### config.mk
export PLATFORM = sky130hd
export DESIGN_NAME = key_event_ctrl
export DESIGN_NICKNAME = d
export VERILOG_FILES = /design/src/rtl/key_event_ctrl.sv
export SDC_FILE = /design/constraint.sdc
export NUM_CORES = 1
export LEC_CHECK = 0
export CORE_AREA = 2 2 63 65
export DETAILED_ROUTE_END_ITERATION = 10
export DIE_AREA = 0 0 65 67
export PLACE_DENSITY = 0.68
export SETUP_SLACK_MARGIN = 0.5
export SLEW_MARGIN = 5
export SYNTH_ARGS = -nofsm -noshare
export SYNTH_HDL_FRONTEND = slang
export SYNTH_SLANG_ARGS = --single-unit
### constraint.sdc
create_clock -name clk -period 2.3 [get_ports clk]
set_input_delay 0.575 -clock clk [delete_from_list [all_inputs] [get_ports clk]]
set_output_delay 0.575 -clock clk [all_outputs]
set_load 0.02 [all_outputs]
### src/rtl/key_event_ctrl.sv
// Turns a debounced active-low key level into one-cycle short/double/long/repeat pulses.
// "repeat" is a reserved word in SystemVerilog, so the repeat pulse leaves on port repeat_pulse.
module key_event_ctrl #(
    parameter int unsigned SYS_CLK   = 50_000_000,
    parameter int unsigned LONG_MS   = 1000,
    parameter int unsigned GAP_MS    = 300,
    parameter int unsigned REPEAT_MS = 200,
    parameter bit          REPEAT_EN = 1'b1
) (
    input  logic clk,
    input  logic rst_n,
    input  logic key_in,
    output logic short_press,
    output logic double_click,
    output logic long_press,
    output logic repeat_pulse,
    output logic busy
);

    localparam int unsigned CYC_MS   = SYS_CLK / 1000;
    localparam int unsigned LONG_CNT = LONG_MS * CYC_MS;
    localparam int unsigned GAP_CNT  = GAP_MS * CYC_MS;
    localparam int unsigned REP_CNT  = REPEAT_MS * CYC_MS;
    localparam int unsigned MAX_LG   = (LONG_CNT > GAP_CNT) ? LONG_CNT : GAP_CNT;
    localparam int unsigned MAX_CNT  = (MAX_LG > REP_CNT) ? MAX_LG : REP_CNT;
    localparam int unsigned TW       = $clog2(MAX_CNT + 1);

    typedef enum logic [2:0] {
        IDLE   = 3'd0,
        PRESS1 = 3'd1,
        WAIT2  = 3'd2,
        PRESS2 = 3'd3,
        HOLD   = 3'd4
    } state_e;

    state_e        state_q, state_d;
    logic [TW-1:0] timer_q, timer_d;
    logic          short_press_q, short_press_d;
    logic          double_click_q, double_click_d;
    logic          long_press_q, long_press_d;
    logic          repeat_q, repeat_d;
    logic          busy_q, busy_d;

    logic long_exp_c;
    logic gap_exp_c;
    logic rep_exp_c;
    logic reload_c;

    // A state "expires" on the edge where the timer shows its terminal count minus one.
    assign long_exp_c = (timer_q == TW'(LONG_CNT - 1));
    assign gap_exp_c  = (timer_q == TW'(GAP_CNT - 1));
    assign rep_exp_c  = (timer_q == TW'(REP_CNT - 1));

    // Next-state and pulse decode; a key level change always takes priority over expiry.
    always_comb begin
        state_d        = state_q;
        short_press_d  = 1'b0;
        double_click_d = 1'b0;
        long_press_d   = 1'b0;
        repeat_d       = 1'b0;
        reload_c       = 1'b0;

        case (state_q)
            IDLE: begin
                if (!key_in) state_d = PRESS1;
            end
            PRESS1: begin
                if (key_in) begin
                    state_d = WAIT2;
                end else if (long_exp_c) begin
                    state_d      = HOLD;
                    long_press_d = 1'b1;
                end
            end
            WAIT2: begin
                if (!key_in) begin
                    state_d = PRESS2;
                end else if (gap_exp_c) begin
                    state_d       = IDLE;
                    short_press_d = 1'b1;
                end
            end
            PRESS2: begin
                if (key_in) begin
                    state_d        = IDLE;
                    double_click_d = 1'b1;
                end else if (long_exp_c) begin
                    state_d      = HOLD;
                    long_press_d = 1'b1;
                end
            end
            HOLD: begin
                if (key_in) begin
                    state_d = IDLE;
                end else if (rep_exp_c) begin
                    reload_c = 1'b1;
                    repeat_d = REPEAT_EN;
                end
            end
            default: begin
                state_d = IDLE;
            end
        endcase

        // Timer restarts on any state change or HOLD reload and idles at zero.
        if ((state_d != state_q) || reload_c || (state_q == IDLE)) begin
            timer_d = '0;
        end else begin
            timer_d = timer_q + TW'(1);
        end

        busy_d = (state_d != IDLE);
    end

    always_ff @(posedge clk) begin
        if (!rst_n) begin
            state_q        <= IDLE;
            timer_q        <= '0;
            short_press_q  <= 1'b0;
            double_click_q <= 1'b0;
            long_press_q   <= 1'b0;
            repeat_q       <= 1'b0;
            busy_q         <= 1'b0;
        end else begin
            state_q        <= state_d;
            timer_q        <= timer_d;
            short_press_q  <= short_press_d;
            double_click_q <= double_click_d;
            long_press_q   <= long_press_d;
            repeat_q       <= repeat_d;
            busy_q         <= busy_d;
        end
    end

    assign short_press  = short_press_q;
    assign double_click = double_click_q;
    assign long_press   = long_press_q;
    assign repeat_pulse = repeat_q;
    assign busy         = busy_q;

endmodule

==> results.json, run 1 <==
{
  "status": "completed",
  "worstSetupPathType": "reg2reg",
  "vias": 1574,
  "synth_top_area_share_pct": 38.75,
  "critPathMaxFanout": 7,
  "grt_max_degree": 14,
  "netlist_area_um2": 1757,
  "grt_usage_pct": 21.89,
  "io_pins": 8,
  "synth_top_family_by_area": "simple AND/OR/NAND/NOR gates",
  "fin_area_um2": 2390,
  "core_area_um2": 3606,
  "dp_hpwl_mm": 2.572,
  "fillers": 257,
  "cts.path.max_buffers": 2,
  "crit_buf_inv": 2,
  "timing.hold.ws_ps": 547.9,
  "ys_warn_count": 0,
  "ctsRootBufferMaster": "clkbuf_8",
  "r2r_start": "timer_q[1]$_SDFF_PP0_",
  "drt_first_pass_iters": 4,
  "io_buffers": 7,
  "synthSimpleGateAreaFrac_pct": 37.39,
  "rr_endpoint": "timer_q[8]$_SDFF_PP0_",
  "h-tree-depth": 2,
  "synth.avg_cell_area_um2": 9.394,
  "synth-edff-count": 0,
  "dieArea_um2": 4355,
  "hold_buffers": 0,
  "fmax_ghz": 0.4800,
  "cellLeakagePower_uw": 0.0007942,
  "cp.arrival_ps": 2260,
  "critPathMaxStageDelay_ps": 460,
  "synthMuxAreaShare_pct": 0,
  "worstHoldPathType": "reg2reg",
  "path_cells": "ha_4 > nand4_1 > or2_1 > or4_4 > a311oi_4 > buf_4 > buf_16 > nor3_2",
  "clk_pin_slew_ps": 70,
  "vias_per_cell": 5.808,
  "final.setup.tns_ps": 0,
  "slew_headroom_pct": 74.32,
  "synth_fp_nets": 191,
  "cap_violations": 0,
  "report.final.slew_viol_count": 0,
  "grt_pass1_wl_mm": 7.203,
  "antenna_cells": 0,
  "syn_inst": 187,
  "clkLatencyLatePin_ps": 280,
  "synthFlopType": "dfxtp_1",
  "cp-startpoint": "timer_q[1]$_SDFF_PP0_",
  "start_util_pct": 48.72,
  "synth_cell_types": 41,
  "rsz0062_at_grt": "true",
  "routed_wl_mm": 4.541,
  "reg2reg_depth": 8,
  "numCtsBuffers": 5,
  "std_cell_rows": 22,
  "place_area_um2": 1897,
  "layout-drive-gt1-share_pct": 37.22,
  "seq_area_frac_synth_pct": 38.75,
  "cts_tree": "done",
  "first_global_vias": 1605,
  "clock_sinks": 34,
  "power_density_nw_per_um2": 449.9,
  "antenna_found_initial": 0,
  "hold_violations": 0,
  "crit_required_ps": 2480,
  "cp-start-kind": "flip-flop",
  "power_uw": 1075,
  "synthAdderAreaFrac_pct": 0.7123,
  "endpoint": "timer_q[8]$_SDFF_PP0_",
  "fin_crit_sh_pct": 90.58,
  "cpMaxStageDelayCell": "or4_4",
  "yosys.area.top_type": "dfxtp_1",
  "async_flop_share_pct": 0,
  "gr-total-overflow": 0,
  "fin_crit_ps": 2083,
  "tightest_slew_ps": 384.0,
  "multiInputGateArea_um2": 1119,
  "synth-compound-area-share_pct": 5.698,
  "gp_congestion": 0.8080,
  "ys_ff_latch": 34,
  "synth-xor-area-share_pct": 11.97,
  "finalSetupViolCount": 0,
  "synth_common_cells": "dfxtp_1, nor2_1, xor2_1",
  "postRouteAntennaNets": 0,
  "syn_to_final_growth_pct": 36.04,
  "num-nets-final": 226,
  "die_h_um": 67,
  "drt-initial-drc-count": 117,
  "vdd_ir_drop_max_v": 0.0003694,
  "path_delay_family": "simple AND/OR/NAND/NOR gates",
  "end_kind": "flip-flop",
  "path_depth": 8,
  "drcViolationCount": 0,
  "yosysMostFrequentCell": "dfxtp_1",
  "wl_per_cell_um": 16.76,
  "rrSetupSlack_ps": 220,
  "finClkSkew_ps": 4.962,
  "die_w_um": 65,
  "synthTopCellsByArea": "dfxtp_1, xor2_1, nor3_2",
  "regArea_um2": 705.7
}
report_power, final:
group | switching, uW | internal [uW]
clock network | 201 | 215
registers | 5.33 | 589
logic | 31.8 | 33.6
area by class of cell:
type	instances	area share (%)
clock buffers	8	3.351
inverters	7	1.099
multi-input cells	139	46.81
flip-flops and latches	34	29.53
well taps	48	2.513
repair buffers	35	16.70
state kept, by name, indices dropped and copies added (netlist names):
name,cells
repeat_pulse,1
busy,1
short_press,1
timer_q,26
double_click,1
long_press,1
state_q,3
tightest hold or removal path: stages (launching register included):
cell,delay (ps)
dfxtp_4,350
buf_4,120
nor3_2,40
stage by stage:
stage / util, % / std cells / setup WS (ps)
6_report: 66.27 / 271 / 216.6
3_3_place_gp: 52.60 / 240 / 189.9
5_1_grt: 66.27 / 271 / 141.8
4_1_cts: 62.18 / 265 / 267.4
2_1_floorplan: - / 187 / 313.0
3_5_place_dp: 52.60 / 240 / 101.6
layout by cell type (no fill, tap or decap), drive strengths merged, types with 3 or more instances in the layout:
cell type,count
nor4,8
nand4,8
buf,26
nor3,19
nand3,10
and4bb,3
clkbuf,9
and4,10
nor2,19
nand2,10
xor2,13
a21oi,4
and3,3
clkdlybuf4s50,6
inv,7
dfxtp,34
xnor2,11
logic make-up after synthesis:
| group | Yosys count |
|---|---|
| buf+inv | 14 |
| compound gates | 11 |
| flops | 34 |
| simple gates | 103 |
| xor+xnor | 24 |
| fa+ha+maj | 1 |
how the worst min path moves through the flow:
stage          slack, ps               endpoint  depth (start not counted)                  start
3_5_place_dp         450  timer_q[0]$_SDFF_PP0_                          1  timer_q[0]$_SDFF_PP0_
5_1_grt              570  timer_q[0]$_SDFF_PP0_                          2  timer_q[0]$_SDFF_PP0_
3_3_place_gp         450  timer_q[0]$_SDFF_PP0_                          1  timer_q[0]$_SDFF_PP0_
6_report             550  timer_q[0]$_SDFF_PP0_                          2  timer_q[0]$_SDFF_PP0_
4_1_cts              540  state_q[1]$_SDFF_PN0_                          1  state_q[2]$_SDFF_PN0_
2_1_floorplan        440  timer_q[0]$_SDFF_PP0_                          1  timer_q[0]$_SDFF_PP0_
repair_timing:
| action | CTS | global route |
|---|---|---|
| pin swaps | 5 | 8 |
| setup buffers | 14 | 5 |
| gates cloned | 3 | 1 |
| setup endpoints to repair | 27 | 30 |
| resized for setup | 19 | 22 |
layer usage:
metal	global-route usage (%)	wire, um	up-vias	share of wire, %
li1	-	-	749	-
met1	23.20	1887	764	42
met2	40.21	2398	48	53
met3	4.730	158	13	3.5
met4	11.97	97	0	2.1
met5	0	0	-	0
(Power assumes the default switching activity.)
==> inputs of run 2 (changes only) <==
CAP_MARGIN = 20   (was not set)
CORE_AREA = 2 2 61 63   (was 2 2 63 65)
DIE_AREA = 0 0 63 65   (was 0 0 65 67)
PLACE_DENSITY = 0.72   (was 0.68)
==> run 2 against run 1 <==
  * Non-clock buffer count is 2 higher
  * Core utilization is 3.4 points higher
  * Worst setup slack better by 9.7 ps
  * Total power is 6.9% lower
  * Combinational power is 24% higher
  * Maximum frequency is 0.47% higher
  * Die area is 6.0% lower
  * Clock skew is 1.2 ps lower
  * Clock-buffer cell count is 2 lower
  * Via count is 5.5% higher
  * Design area is 1.9% higher
  * Sequential cell count stayed put
  * Critical path type unchanged
  * Critical endpoint is now timer_q[6]$_SDFF_PP0_
  * Largest power group unchanged
==> results.json, run 2 (same netlist as run 1, synthesis figures left out) <==
{
  "vias_per_cell": 6.129,
  "syn_to_final_growth_pct": 38.68,
  "fmax_ghz": 0.4822,
  "whs_path_depth": 2,
  "cts.path.max_buffers": 2,
  "clock_sinks": 34,
  "antenna_found_initial": 0,
  "num-nets-final": 228,
  "gp_congestion": 0.8661,
  "endpoint": "timer_q[6]$_SDFF_PP0_",
  "final_common_cell": "dfxtp_1",
  "rr_endpoint": "timer_q[6]$_SDFF_PP0_",
  "vdd_ir_drop_max_v": 0.0003428,
  "final.setup.tns_ps": 0,
  "drt-initial-drc-count": 157,
  "cp-start-kind": "flip-flop",
  "cp-startpoint": "timer_q[1]$_SDFF_PP0_",
  "fin_util_pct": 69.69,
  "finalSetupViolCount": 0,
  "cp.arrival_ps": 2300,
  "cap_violations": 0,
  "cts_tree": "done",
  "end_kind": "flip-flop",
  "fillers": 245,
  "regArea_um2": 721.9,
  "worstSetupPathType": "reg2reg",
  "start_util_pct": 50.25,
  "io_pins": 8,
  "hold_buffers": 0,
  "std_cell_rows": 22,
  "power_density_nw_per_um2": 410.8,
  "drcViolationCount": 0,
  "wl_per_cell_um": 18.93,
  "largest_register": "timer_q",
  "drt_first_pass_iters": 5,
  "rsz0062_at_grt": "true",
  "hold_start": "timer_q[10]$_SDFF_PP0_",
  "die_w_um": 63,
  "postRouteAntennaNets": 0,
  "clk_pin_slew_ps": 100,
  "io_buffers": 7,
  "rrSetupSlack_ps": 230,
  "worstHoldPathType": "reg2reg",
  "power_uw": 1001,
  "fin_crit_sh_pct": 90.16,
  "top_regs": "timer_q: 26 flops, state_q: 3 flops",
  "status": "completed",
  "ctsRootBufferMaster": "clkbuf_4",
  "multiInputGateArea_um2": 1102,
  "crit_required_ps": 2530,
  "report.final.slew_viol_count": 0,
  "reg2reg_depth": 8,
  "grt_pass1_wl_mm": 8.245,
  "die_h_um": 65,
  "layout-drive-gt1-share_pct": 41.70,
  "grt_usage_pct": 26.18,
  "dp_hpwl_mm": 2.622,
  "fin_crit_ps": 2074,
  "routed_wl_mm": 5.129,
  "core_area_um2": 3496,
  "tightest_slew_ps": 409.6,
  "clkLatencyLatePin_ps": 330,
  "final_cell_mix": "dfxtp_1, buf_4, xor2_1, nor2_1, dfxtp_2",
  "h-tree-depth": 2,
  "slew_headroom_pct": 72.44,
  "hold_violations": 0,
  "antenna_cells": 0,
  "dieArea_um2": 4095,
  "largest_reg_flops": 26,
  "finClkSkew_ps": 3.719,
  "grt_max_degree": 10,
  "critPathMaxFanout": 7,
  "numCtsBuffers": 5,
  "r2r_start": "timer_q[1]$_SDFF_PP0_",
  "vias": 1661,
  "gr-total-overflow": 0,
  "first_global_vias": 1728,
  "cellLeakagePower_uw": 0.0008359
}
## run 2: metrics by stage
| step | cells | hold slack, ps | area (um2) | worst slack, ps |
|---|---|---|---|---|
| after CTS | 269 | 542.4 | 2331 | 303.6 |
| final | 271 | 536.6 | 2436 | 226.3 |
| after floorplan | 187 | 435.4 | 1774 | 313.0 |
| after global routing | 271 | 561.6 | 2436 | 147.4 |
| after global placement | 239 | 445.5 | 1902 | 154.8 |
| after detailed placement | 239 | 446.9 | 1902 | 88.14 |
## run 2: timing repair
item | in CTS | in global routing
setup endpoints to repair | 32 | 29
cloned | 4 | 0
buffers inserted | 20 | 2
gates resized for setup | 42 | 18
pin swaps | 11 | 10
## run 2: area by class of cell
type	instances	area share (%)
sequential	34	29.64
multi-input combinational	139	45.25
inverter	7	1.079
clock buffer	6	2.106
tap	48	2.465
timing repair buffer	37	19.47
## run 2: where the power goes
part	leakage (uW)	switching (uW)	total [uW]	internal [uW]
combinational	0.000519	37.8	80.8	42.9
sequential	0.000286	6.39	591	584
clock	0.0000302	191	329	138
total	0.000836	236	1000	765
## run 2: how the worst min path moves through the flow
stage,to
after floorplan,timer_q[0]$_SDFF_PP0_
after global placement,timer_q[0]$_SDFF_PP0_
after detailed placement,timer_q[0]$_SDFF_PP0_
after CTS,state_q[1]$_SDFF_PN0_
after global routing,state_q[1]$_SDFF_PN0_
final,timer_q[10]$_SDFF_PP0_
## run 2: layer usage
metal,up-vias,GRT usage [%],wire [um]
met1,796,29.49,1924
met5,-,0,0
met2,90,44.15,2606
met4,0,15.83,254
li1,747,-,-
met3,28,7.118,344
## run 2: worst max-delay path: stages, from the launching register on
cell and delay, ps:
dfxtp_4 370, ha_4 130, nand4_1 140, or2_1 280, or4_4 450, a311oi_4 240, buf_4 180, buf_16 130
nor3_2 40
